<file path="config.mk">
export PLATFORM = sky130hd
export DESIGN_NAME = pifo_task_arbiter_flat
export DESIGN_NICKNAME = d
export VERILOG_FILES = /design/src/rtl/pifo_task_pkg.sv /design/src/rtl/pifo_task_arbiter_if.sv /design/src/rtl/pifo_task_arbiter_rr.sv /design/src/rtl/pifo_task_arbiter.sv /design/src/flat_wrapper.sv
export SDC_FILE = /design/constraint.sdc
export NUM_CORES = 1
export LEC_CHECK = 0
export CORE_ASPECT_RATIO = 0.75
export CORE_MARGIN = 2
export CORE_UTILIZATION = 36
export DETAILED_ROUTE_END_ITERATION = 16
export GPL_TIMING_DRIVEN = 0
export HOLD_SLACK_MARGIN = 0.02
export PLACE_DENSITY = 0.88
export SYNTH_ARGS = -nofsm -noshare
export SYNTH_HDL_FRONTEND = slang
export SYNTH_HIERARCHICAL = 1
export SYNTH_SLANG_ARGS = --single-unit
export TNS_END_PERCENT = 5
</file>
<file path="constraint.sdc">
create_clock -name clk -period 10.25 [get_ports clk]
set_input_delay 1.025 -clock clk [delete_from_list [all_inputs] [get_ports clk]]
set_output_delay 1.025 -clock clk [all_outputs]
set_load 0.01 [all_outputs]
</file>
<file path="src/rtl/pifo_task_pkg.sv">
// Shared definitions for the PIFO task arbiter slice.
// Holds the default geometry of the arbiter, the push/pop opcode encoding,
// the dispatch FSM state type and the packed task word layout
// {op, tree_id, data} that travels through the shared task FIFO.
package pifo_task_pkg;

  localparam int DEF_PTW           = 16;
  localparam int DEF_MTW           = 16;
  localparam int DEF_TREE_NUM      = 4;
  localparam int DEF_TREE_NUM_BITS = $clog2(DEF_TREE_NUM);
  localparam int DEF_TREE_CAP      = 1024;
  localparam int DEF_TW            = DEF_PTW + DEF_MTW + DEF_TREE_NUM_BITS + 1;

  localparam logic OP_PUSH = 1'b1;
  localparam logic OP_POP  = 1'b0;

  typedef enum logic [1:0] {
    S_IDLE  = 2'd0,
    S_FETCH = 2'd1,
    S_WAIT  = 2'd2,
    S_ISSUE = 2'd3
  } disp_state_t;

  typedef struct packed {
    logic                             op;
    logic [DEF_TREE_NUM_BITS-1:0]     tree_id;
    logic [DEF_PTW+DEF_MTW-1:0]       data;
  } task_t;

endpackage

</file>
<file path="src/rtl/pifo_task_arbiter_if.sv">
// Bundle of the requester, task FIFO and PIFO-core handshake signals.
//   req_valid/req_op/req_data -> requests from the TREE_NUM trees
//   req_ready                 <- one-hot grant
//   fifo_wr_en/fifo_din       <- task FIFO write side
//   fifo_full/fifo_empty      -> task FIFO status
//   fifo_rd_en / fifo_dout    <- / -> task FIFO read side (1-cycle latency)
//   task_valid/task_word      <- task presented to the PIFO core
//   task_ready                -> core accepts the task
//   drop                      <- accepted request discarded by the guard
// Modport master is the arbiter's view, slave is the surrounding system.
interface pifo_task_arbiter_if #(
  parameter int PTW           = 16,
  parameter int MTW           = 16,
  parameter int TREE_NUM      = 4,
  parameter int TREE_NUM_BITS = $clog2(TREE_NUM),
  parameter int TW            = PTW + MTW + TREE_NUM_BITS + 1
);

  logic [TREE_NUM-1:0]           req_valid;
  logic [TREE_NUM-1:0]           req_op;
  logic [TREE_NUM*(PTW+MTW)-1:0] req_data;
  logic [TREE_NUM-1:0]           req_ready;
  logic                          fifo_wr_en;
  logic [TW-1:0]                 fifo_din;
  logic                          fifo_full;
  logic                          fifo_empty;
  logic                          fifo_rd_en;
  logic [TW-1:0]                 fifo_dout;
  logic                          task_valid;
  logic [TW-1:0]                 task_word;
  logic                          task_ready;
  logic                          drop;

  modport master (
    input  req_valid, req_op, req_data, fifo_full, fifo_empty, fifo_dout, task_ready,
    output req_ready, fifo_wr_en, fifo_din, fifo_rd_en, task_valid, task_word, drop
  );

  modport slave (
    output req_valid, req_op, req_data, fifo_full, fifo_empty, fifo_dout, task_ready,
    input  req_ready, fifo_wr_en, fifo_din, fifo_rd_en, task_valid, task_word, drop
  );

endinterface

</file>
<file path="src/rtl/pifo_task_arbiter_rr.sv">
// rr_arbiter: round-robin selector over TREE_NUM requesters.
//   clk, rst   : clock, synchronous active-high reset (pointer back to 0)
//   req        : request vector
//   enable     : when low no grant is issued and the pointer holds
//   grant      : one-hot grant, combinational in the request cycle
//   grant_vld  : any grant this cycle
//   grant_idx  : index of the granted requester
// The search starts at rr_ptr and wraps; after a grant to i the pointer
// moves to i+1 so the winner has lowest priority next time.
module rr_arbiter #(
  parameter int TREE_NUM      = 4,
  parameter int TREE_NUM_BITS = $clog2(TREE_NUM)
) (
  input  logic                     clk,
  input  logic                     rst,
  input  logic [TREE_NUM-1:0]      req,
  input  logic                     enable,
  output logic [TREE_NUM-1:0]      grant,
  output logic                     grant_vld,
  output logic [TREE_NUM_BITS-1:0] grant_idx
);

  logic [TREE_NUM_BITS-1:0] rr_ptr;

  always_comb begin
    int                       idx;
    logic [TREE_NUM_BITS-1:0] idx_b;
    idx       = 0;
    idx_b     = '0;
    grant     = '0;
    grant_vld = 1'b0;
    grant_idx = '0;
    for (int k = 0; k < TREE_NUM; k++) begin
      idx   = (int'(rr_ptr) + k) % TREE_NUM;
      idx_b = TREE_NUM_BITS'(idx);
      if (enable && !grant_vld && req[idx_b]) begin
        grant[idx_b] = 1'b1;
        grant_vld    = 1'b1;
        grant_idx    = idx_b;
      end
    end
  end

  always_ff @(posedge clk) begin
    if (rst) begin
      rr_ptr <= '0;
    end else if (grant_vld) begin
      rr_ptr <= (grant_idx == TREE_NUM_BITS'(TREE_NUM - 1)) ? '0 : grant_idx + 1'b1;
    end
  end

endmodule

</file>
<file path="src/rtl/pifo_task_arbiter.sv">
// pifo_task_arbiter: funnels TREE_NUM per-tree push/pop requesters into the
// shared task FIFO and dispatches FIFO entries to the PIFO core.
//   clk : system clock
//   rst : synchronous active-high reset (also resets the external FIFO)
//   bus : pifo_task_arbiter_if.master - requester, FIFO and core signals
// Front end: one round-robin grant per cycle, packed into {op, tree_id, data}
// (data zeroed for pops) and written in the grant cycle. Never writes while
// fifo_full is high.
// Back end: IDLE -> FETCH (read strobe) -> WAIT (capture read data) -> ISSUE
// (hold task until task_ready), i.e. at most one task every three cycles.
// Build option PIFO_TASK_ARB_GUARD_EN: per-tree occupancy counters; pops to an
// empty tree and pushes to a full tree are granted but not written, and drop
// pulses. Without it every grant is written and drop is tied low.
module pifo_task_arbiter
  import pifo_task_pkg::*;
#(
  parameter int PTW           = DEF_PTW,
  parameter int MTW           = DEF_MTW,
  parameter int TREE_NUM      = DEF_TREE_NUM,
  parameter int TREE_NUM_BITS = $clog2(TREE_NUM),
  parameter int TW            = PTW + MTW + TREE_NUM_BITS + 1
`ifdef PIFO_TASK_ARB_GUARD_EN
  ,
  parameter int TREE_CAP      = DEF_TREE_CAP
`endif
) (
  input logic                 clk,
  input logic                 rst,
  pifo_task_arbiter_if.master bus
);

  localparam int DW = PTW + MTW;

  logic [TREE_NUM-1:0]      grant;
  logic                     grant_vld;
  logic [TREE_NUM_BITS-1:0] grant_idx;
  logic                     arb_en;
  logic                     grant_op;
  logic [DW-1:0]            grant_data;
  logic                     dropped;
  logic [TW-1:0]            din_p0;

  // ---- stage p0: arbitration and packing (combinational, grant cycle) ----
  assign arb_en = !rst && !bus.fifo_full;

  rr_arbiter #(
    .TREE_NUM      (TREE_NUM),
    .TREE_NUM_BITS (TREE_NUM_BITS)
  ) u_rr (
    .clk       (clk),
    .rst       (rst),
    .req       (bus.req_valid),
    .enable    (arb_en),
    .grant     (grant),
    .grant_vld (grant_vld),
    .grant_idx (grant_idx)
  );

  always_comb begin
    grant_op   = OP_POP;
    grant_data = '0;
    for (int i = 0; i < TREE_NUM; i++) begin
      if (grant[i]) begin
        grant_op   = bus.req_op[i];
        grant_data = bus.req_data[i*DW +: DW];
      end
    end
  end

`ifdef PIFO_TASK_ARB_GUARD_EN
  localparam int CNT_W = $clog2(TREE_CAP + 1);

  logic [CNT_W-1:0] occ [TREE_NUM];
  logic [CNT_W-1:0] occ_sel;

  assign occ_sel = occ[grant_idx];
  assign dropped = grant_vld &&
                   (((grant_op == OP_POP)  && (occ_sel == '0)) ||
                    ((grant_op == OP_PUSH) && (occ_sel == CNT_W'(TREE_CAP))));

  // Counters follow what actually reaches the FIFO, so dropped requests
  // leave them untouched.
  always_ff @(posedge clk) begin
    if (rst) begin
      for (int i = 0; i < TREE_NUM; i++) occ[i] <= '0;
    end else if (grant_vld && !dropped) begin
      if (grant_op == OP_PUSH) occ[grant_idx] <= occ_sel + 1'b1;
      else                     occ[grant_idx] <= occ_sel - 1'b1;
    end
  end
`else
  assign dropped = 1'b0;
`endif

  assign din_p0 = grant_vld ?
                  {grant_op, grant_idx, ((grant_op == OP_PUSH) ? grant_data : {DW{1'b0}})} :
                  '0;

  assign bus.req_ready  = grant;
  assign bus.fifo_wr_en = grant_vld && !dropped;
  assign bus.fifo_din   = din_p0;
  assign bus.drop       = dropped;

  // ---- dispatch FSM ----
  disp_state_t   state_q, state_d;
  logic          rd_en;
  logic          task_vld;
  logic [TW-1:0] task_word_p1;

  always_ff @(posedge clk) begin
    if (rst) state_q <= S_IDLE;
    else     state_q <= state_d;
  end

  // fifo_empty is used as seen this cycle; a write granted in the same
  // cycle only shows up as non-empty one cycle later.
  always_comb begin
    state_d  = state_q;
    rd_en    = 1'b0;
    task_vld = 1'b0;
    unique case (state_q)
      S_IDLE:  if (!bus.fifo_empty) state_d = S_FETCH;
      S_FETCH: begin
        rd_en   = 1'b1;
        state_d = S_WAIT;
      end
      S_WAIT:  state_d = S_ISSUE;
      S_ISSUE: begin
        task_vld = 1'b1;
        if (bus.task_ready) state_d = bus.fifo_empty ? S_IDLE : S_FETCH;
      end
      default: state_d = S_IDLE;
    endcase
  end

  // ---- stage p1: FIFO read data captured in WAIT, held through ISSUE ----
  always_ff @(posedge clk) begin
    if (rst)                    task_word_p1 <= '0;
    else if (state_q == S_WAIT) task_word_p1 <= bus.fifo_dout;
  end

  assign bus.fifo_rd_en = rd_en;
  assign bus.task_valid = task_vld;
  assign bus.task_word  = task_word_p1;

endmodule

</file>
<file path="src/flat_wrapper.sv">
// flat-port wrapper written by rule: the top's interface ports become plain ports
module pifo_task_arbiter_flat import pifo_task_pkg::*;
#(
  parameter int PTW           = DEF_PTW,
  parameter int MTW           = DEF_MTW,
  parameter int TREE_NUM      = DEF_TREE_NUM,
  parameter int TREE_NUM_BITS = $clog2(TREE_NUM),
  parameter int TW            = PTW + MTW + TREE_NUM_BITS + 1

)
  (clk, rst, bus_req_valid, bus_req_op, bus_req_data, bus_fifo_full, bus_fifo_empty, bus_fifo_dout, bus_task_ready, bus_req_ready, bus_fifo_wr_en, bus_fifo_din, bus_fifo_rd_en, bus_task_valid, bus_task_word, bus_drop);
  pifo_task_arbiter_if #(.PTW(PTW), .MTW(MTW), .TREE_NUM(TREE_NUM), .TREE_NUM_BITS(TREE_NUM_BITS), .TW(TW)) bus_i ();
  input logic clk;
  input logic rst;
  input wire logic [$bits(bus_i.req_valid)-1:0] bus_req_valid;
  input wire logic [$bits(bus_i.req_op)-1:0] bus_req_op;
  input wire logic [$bits(bus_i.req_data)-1:0] bus_req_data;
  input wire logic [$bits(bus_i.fifo_full)-1:0] bus_fifo_full;
  input wire logic [$bits(bus_i.fifo_empty)-1:0] bus_fifo_empty;
  input wire logic [$bits(bus_i.fifo_dout)-1:0] bus_fifo_dout;
  input wire logic [$bits(bus_i.task_ready)-1:0] bus_task_ready;
  output wire logic [$bits(bus_i.req_ready)-1:0] bus_req_ready;
  output wire logic [$bits(bus_i.fifo_wr_en)-1:0] bus_fifo_wr_en;
  output wire logic [$bits(bus_i.fifo_din)-1:0] bus_fifo_din;
  output wire logic [$bits(bus_i.fifo_rd_en)-1:0] bus_fifo_rd_en;
  output wire logic [$bits(bus_i.task_valid)-1:0] bus_task_valid;
  output wire logic [$bits(bus_i.task_word)-1:0] bus_task_word;
  output wire logic [$bits(bus_i.drop)-1:0] bus_drop;
  assign bus_i.req_valid = bus_req_valid;
  assign bus_i.req_op = bus_req_op;
  assign bus_i.req_data = bus_req_data;
  assign bus_i.fifo_full = bus_fifo_full;
  assign bus_i.fifo_empty = bus_fifo_empty;
  assign bus_i.fifo_dout = bus_fifo_dout;
  assign bus_i.task_ready = bus_task_ready;
  assign bus_req_ready = bus_i.req_ready;
  assign bus_fifo_wr_en = bus_i.fifo_wr_en;
  assign bus_fifo_din = bus_i.fifo_din;
  assign bus_fifo_rd_en = bus_i.fifo_rd_en;
  assign bus_task_valid = bus_i.task_valid;
  assign bus_task_word = bus_i.task_word;
  assign bus_drop = bus_i.drop;
  pifo_task_arbiter #(.PTW(PTW), .MTW(MTW), .TREE_NUM(TREE_NUM), .TREE_NUM_BITS(TREE_NUM_BITS), .TW(TW)) u_core (.clk(clk), .rst(rst), .bus(bus_i));
endmodule
</file>
### Word level (Yosys, flattened, before mapping)

Cells that the tools add are included.

| storage, ports and cells | value |
|---|---|
| input port bits | 176 |
| bits in writable memories | 0 |
| bits in latches | 0 |
| register bits | 39 |
| output and inout port bits | 78 |
| memory bits (read-only) | 0 |
| logic and storage cells | 88 |
| memories kept | 0 |

| cells by class | value |
|---|---|
| add/subtract/negate cells | 4 |
| reduce and logical (&&, ||, !) cells | 19 |
| muxes and demuxes | 45 |
| $lt $le $gt $ge | 8 |
| bitwise gates (word level) | 3 |
| shift operators | 0 |
| div/mod/pow operators | 0 |
| equal/unequal tests | 6 |
| multipliers | 0 |

Operator list:

| kind | count |
|---|---|
| $mux W32 | 5 |
| $mux W35 | 1 |
| $mux W1 | 19 |
| $mux W4 | 4 |
| $mux W2 | 7 |
| $logic_and A1 B1 Y1 | 12 |
| $lt A2 B3 Y1 const B | 4 |
| $or A4 B4 Y4 | 3 |
| $bmux W1 S2 | 4 |
| $demux W1 S2 | 4 |
| $ge A2 B1 Y1 const B | 4 |
| $pmux W2 S4 | 1 |
| $eq A2 B2 Y1 const B | 3 |
| $logic_not A1 Y1 | 5 |
| $add A2 B1 Y2 const B | 2 |
| $add A2 B2 Y2 const B | 2 |
| $ne A2 B2 Y1 const B | 2 |
| $eq A2 B1 Y1 const B | 1 |
| $logic_not A2 Y1 | 1 |
| $reduce_and A2 Y1 | 1 |

### Longest topological paths before layout

| logic depth | value |
|---|---|
| depth in word-level cells | 22 |
| gate-level depth with buffers | 16 |
| depth with buffers taken out | 10 |

### Hierarchy

The synthesis kept the hierarchy.

Modules (own cells, without submodules):

| module | sequential area each (sq um) | area an instance (sq um) | times used | cells each |
|---|---|---|---|---|
| pifo_task_arbiter | 740.7 | 2397.3 | 1 | 263 |
| rr_arbiter | 40.0 | 639.4 | 1 | 74 |

### Worst setup path after synthesis

OpenSTA, ideal clock, no wires.

| timing | value |
|---|---|
| path type | in2out |
| start point | input port rst |
| end point | output port bus_fifo_din[31] |
| buffers on the path | 6 |
| data arrival time | 3724 ps |
| cell stages on the path | 14 |
| required time | 9225 ps |
| setup slack | 5501 ps |
| cell sequence | clkbuf_1 clkbuf_1 nor2_1 buf_4 nor4bb_4 and2_1 a221o_1 buf_6 nor2b_4 buf_6 a221oi_2 or3_1 buf_6 a2111oi_2 |

| between the ends | value |
|---|---|
| elaborated cells between the ends (all ways) | 33 |
| those cells by class | mux (18); bitwise (3); reduce/logical (12) |

RTL lines:

| what | RTL line | text |
|---|---|---|
| start: declaration | flat_wrapper.sv:14 | `input logic rst;` |
| $logic_not A1 Y1 * | pifo_task_arbiter.sv:44 | `assign arb_en = !rst && !bus.fifo_full;` |
| $logic_and A1 B1 Y1 * | pifo_task_arbiter.sv:44 |  |
| via u_core.arb_en | pifo_task_arbiter.sv:37 | `logic arb_en;` |
| $logic_and A1 B1 Y1 | pifo_task_arbiter_rr.sv:36 | `if (enable && !grant_vld && req[idx_b]) begin` |
| $mux W1 | pifo_task_arbiter_rr.sv:36 |  |
| $logic_not A1 Y1 | pifo_task_arbiter_rr.sv:36 |  |
| $logic_and A1 B1 Y1 (2 in a row) | pifo_task_arbiter_rr.sv:36 |  |
| $mux W1 | pifo_task_arbiter_rr.sv:36 |  |
| [3 not listed] | -- |  |
| $mux W1 | pifo_task_arbiter_rr.sv:36 |  |
| $logic_not A1 Y1 | pifo_task_arbiter_rr.sv:36 |  |
| $logic_and A1 B1 Y1 (2 in a row) | pifo_task_arbiter_rr.sv:36 |  |
| $mux W4 * | pifo_task_arbiter_rr.sv:36 |  |
| via bus_req_ready[1] | flat_wrapper.sv:22 | `output wire logic [$bits(bus_i.req_ready)-1:0] bus_req_ready;` |
| $mux W32 / $mux W1 (equally long branches) (3 in a row) | pifo_task_arbiter.sv:63 | `if (grant[i]) begin` |
| $mux W32 * | pifo_task_arbiter.sv:96 | `{grant_op, grant_idx, ((grant_op == OP_PUSH) ? grant_data : {DW{1'b0}})} :` |
| $mux W35 * | pifo_task_arbiter.sv:95 | `assign din_p0 = grant_vld ?` |
| end: declaration | flat_wrapper.sv:24 | `output wire logic [$bits(bus_i.fifo_din)-1:0] bus_fifo_din;` |

Mark *: on every way through the listed nets, which the timed path passes. The rest lies on a longest branch.

### Final worst setup path

| timing | value |
|---|---|
| start point | input port rst |
| end point | output port bus_fifo_din[25] |

| between the ends | value |
|---|---|
| word-level cells in the longest chain between the ends | 22 |
| elaborated cells between the ends (all ways) | 33 |
| those cells by class | mux (18); bitwise (3); reduce/logical (12) |

RTL lines:

| what | RTL line |
|---|---|
| $logic_not A1 Y1 * | pifo_task_arbiter.sv:44 |
| $logic_and A1 B1 Y1 * | pifo_task_arbiter.sv:44 |
| via u_core.arb_en | pifo_task_arbiter.sv:37 |
| $logic_and A1 B1 Y1 | pifo_task_arbiter_rr.sv:36 |
| $mux W1 | pifo_task_arbiter_rr.sv:36 |
| $logic_not A1 Y1 | pifo_task_arbiter_rr.sv:36 |
| $logic_and A1 B1 Y1 (2 in a row) | pifo_task_arbiter_rr.sv:36 |
| $mux W1 | pifo_task_arbiter_rr.sv:36 |
| $logic_not A1 Y1 | pifo_task_arbiter_rr.sv:36 |
| $logic_and A1 B1 Y1 (2 in a row) | pifo_task_arbiter_rr.sv:36 |
| $mux W1 | pifo_task_arbiter_rr.sv:36 |
| $logic_not A1 Y1 | pifo_task_arbiter_rr.sv:36 |
| $logic_and A1 B1 Y1 (2 in a row) | pifo_task_arbiter_rr.sv:36 |
| $mux W4 | pifo_task_arbiter_rr.sv:36 |
| $mux W32 / $mux W1 (equally long branches) (4 in a row) | pifo_task_arbiter.sv:63 |
| $mux W32 | pifo_task_arbiter.sv:96 |
| $mux W35 * | pifo_task_arbiter.sv:95 |

Marks and branches as above.

==> impl_metrics.py <==
metrics = {
    "synthesis": {
        "synth-xor-area-share": 0,
        "synth_common_cells": "42 x nor2_1, 39 x dfxtp_1, 37 x mux2i_1",
        "synth-compound-area-share": 0.242,
        "yosys-mux-area-fraction": 0.144,
        "synth.yosys.seq_area_share": 0.257,
        "synthFlopType": "dfxtp_1",
        "synth.yosys.warnings": 6,
        "synthAdderAreaFrac": 0.0412,
        "synth_cell_types": 42,
        "async_reset_ff_frac": 0,
        "syn_area_per_cell_um2": 9.01,
        "synth_most_common_cell": "nor2_1",
        "netlist_instances": 337,
        "synth_top_family_by_area": "compound AO/OA/AOI/OAI gates",
        "synth.area.top_cells": "dfxtp_1 26%, mux2i_1 12%, nor3_2 9.6%",
        "synth_area_mm2": 0.00304,
        "synth_edf_count": 0,
        "synth_nets": 523,
        "yosysTopAreaCellShare": 0.257,
        "synth.ff_latch_count": 39,
        "synthSimpleGateAreaFrac": 0.223,
        "synth_area_leader_cell": "dfxtp_1",
    },
    "floorplanning": {
        "coreArea_mm2": 0.00802,
        "rows": 28,
        "die_h_um": 83.5,
        "start_util": 0.379,
        "die_x_um": 110,
        "dieArea_mm2": 0.00919,
        "io_pins": 254,
    },
    "global_routing": {
        "grt_max_degree": 12,
        "grt_pass1_vias": 3857,
        "gr-total-overflow": 0,
        "antenna_found_initial": 0,
        "track_usage": 0.285,
        "grt_pass1_wl_um": 20400,
    },
    "cells_and_area": {
        "antenna_cells": 0,
        "finalNonFillerCells": 699,
        "nets": 780,
        "final-seq-area_um2": 781,
        "final_layout_size_suffix_gt1_frac": 0.109,
        "finalCoreUtilization": 0.718,
        "multi_input_area_mm2": 0.00198,
        "fill_cells": 663,
        "syn_to_final_growth_pct": 89.6,
    },
    "clock_network": {
        "cts_tree": "built",
        "ctsHoldBuffers": 0,
        "cts.clk_slew.worst_paths_ns": 0.07,
        "root_buffer": "clkbuf_8",
        "numCtsBuffers": 5,
        "insertion_delay_ns": 0.29,
        "post-cts-setup-buffer-count": 0,
        "htreeDepth": 2,
        "cts_resized": 0,
        "max-clock-path-buffers": 2,
        "cts_sinks": 39,
    },
    "routing": {
        "vias_per_cell": 5.48,
        "avgRoutedWirePerCell_um": 19.7,
        "ant_nets": 0,
        "drcViolationCount": 0,
        "drt-total-wl_um": 13800,
        "drtIter0Drc": 229,
        "drt_pass1_iterations": 5,
        "vias": 3829,
    },
    "placed_design": {
        "dp.cells": 692,
        "place_ws_ns": 3.97,
        "hpwl_um": 11300,
        "port_buffers": 250,
        "gp_congestion": 0.971,
    },
    "setup_path": {
        "cp_max_fo": 10,
        "critPathKind": "input pin to primary output",
        "crit_top_cell": "buf_6",
        "slowest_stage": "clkdlybuf4s50_1",
        "end_kind": "primary output",
        "r2r_slack_ns": 7.37,
        "crit_path_cell_trace": "clkdlybuf4s50_1, clkbuf_1, clkbuf_1, nor2_1, buf_4, nor4bb_4, and2_1, a221o_1, buf_6, nor2b_4, buf_6, a221oi_2, or3_1, buf_6, buf_6, nor3_2, clkdlybuf4s50_1",
        "startpoint_type": "input pin",
        "cpPeakStageDelay_ns": 0.58,
        "critical_path_arrival_ns": 5.30,
        "cp_top_family": "buffers and inverters",
        "crit_required_ns": 9.23,
        "critical_path_buf_inv_count": 9,
    },
    "min_path": {
        "hp-class": "register to register",
    },
    "timing": {
        "skew_ns": 0.00535,
        "rsz0062_at_grt": "false",
        "drv_slew": 0,
        "worst_pin_slew_ns": 0.595,
        "setup_tns_ns": 0,
        "period_share": 0.618,
        "max-slew-margin-rel": 0.603,
        "fmax_ghz": 0.158,
        "setup_slack_ns": 3.92,
        "final_hold_viol_count": 0,
        "period_needed_ns": 6.33,
        "setup_violations": 0,
    },
    "flow_run": {
        "max-cap-violations": 0,
    },
    "pwr": {
        "vdd_drop_max_v": 0.000115,
        "p_leak_nw": 1.98,
        "power_density_mw_per_mm2": 110,
    },
    "run_status": {
        "status": "completed",
    },
}
-- flip-flops by register name, indices dropped and copies added, names as in the netlist --
| name | flops |
|---|---|
| u_core/bus.task_word | 35 |
| u_core/state_q | 2 |
| u_core/u_rr/rr_ptr | 2 |
-- cells in the final DEF, fill, tap and decap left out, drive strengths merged, types with 3 or more instances in the layout --
cell type	synthesis	final
nor3	32	32
o21ai	9	9
a22oi	3	3
nor2	42	42
and2	7	7
a21oi	3	3
dfxtp	39	39
mux4	3	3
nand2	9	9
inv	10	10
mux2i	37	37
a221oi	34	34
ha	10	10
o22ai	31	31
clkbuf	20	26
nor3b	3	3
a2111oi	3	3
clkdlybuf4s50	0	250
a221o	5	5
buf	18	18
nor2b	3	3
-- power breakdown --
group          total [mW]  leakage [nW]  switching, mW  internal [mW]
sequential          0.197         0.317         0.0169          0.180
clock               0.104        0.0470         0.0514         0.0528
combinational       0.334          1.61          0.147          0.187
total               0.635          1.98          0.215          0.419
-- worst register-to-register path, stage by stage, from the launching register on --
cell	delay, ns
dfxtp_1	0.43
buf_6	0.18
inv_1	0.09
ha_1	0.30
buf_6	0.14
mux4_2	0.59
nor4bb_4	0.38
a221o_1	0.25
ha_1	0.24
a21oi_1	0.12
nor2_1	0.05
-- worst paths after layout --
| kind | startpoint | to | cells past startpoint |
|---|---|---|---|
| min reg2reg | u_core/bus.task_word[30] | u_core/bus.task_word[30] | 2 |
| max reg2reg | u_core/u_rr/rr_ptr[0] | u_core/u_rr/rr_ptr[1] | 10 |
| min | u_core/bus.task_word[30] | u_core/bus.task_word[30] | 2 |
| max | rst | bus_fifo_din[25] | 17 |
-- metrics by stage --
stage	cell area [µm²]	hold WS (ns)	power [mW]
detailed placement	5670	0.478	0.530
finish	5760	0.494	0.635
global placement	5670	0.471	0.516
CTS	5760	0.498	0.638
floorplan	3040	0.530	0.369
global route	5760	0.531	0.673
-- per-layer routing --
| metal | part of all wire | track usage | vias to the layer above |
|---|---|---|---|
| met1 | 0.38 | 0.328 | 1801 |
| met3 | 0.092 | 0.0734 | 39 |
| met4 | 0.025 | 0.0759 | 0 |
| met5 | 0 | 0 | - |
| met2 | 0.51 | 0.514 | 193 |
| li1 | - | - | 1796 |
-- final cells by class --
cell class | count | area share
clock buffer | 6 | 0.0143
inverter | 10 | 0.00652
multi-input combinational | 250 | 0.344
clock inverter | 1 | 0.000869
sequential | 39 | 0.136
timing repair buffer | 250 | 0.435
tap | 105 | 0.0228
buffer | 38 | 0.0415
-- cells by family (layout without fill, tap and decap cells) --
logic type	after synthesis	in the layout
DFF	39	39
buffers and inverters	48	305
adders and majority gates	10	10
other	1	1
and+or+nand+nor	105	105
muxes	40	40
AOI/OAI and AO/OA	94	94
Note: power is estimated with default switching activity, not from simulation.
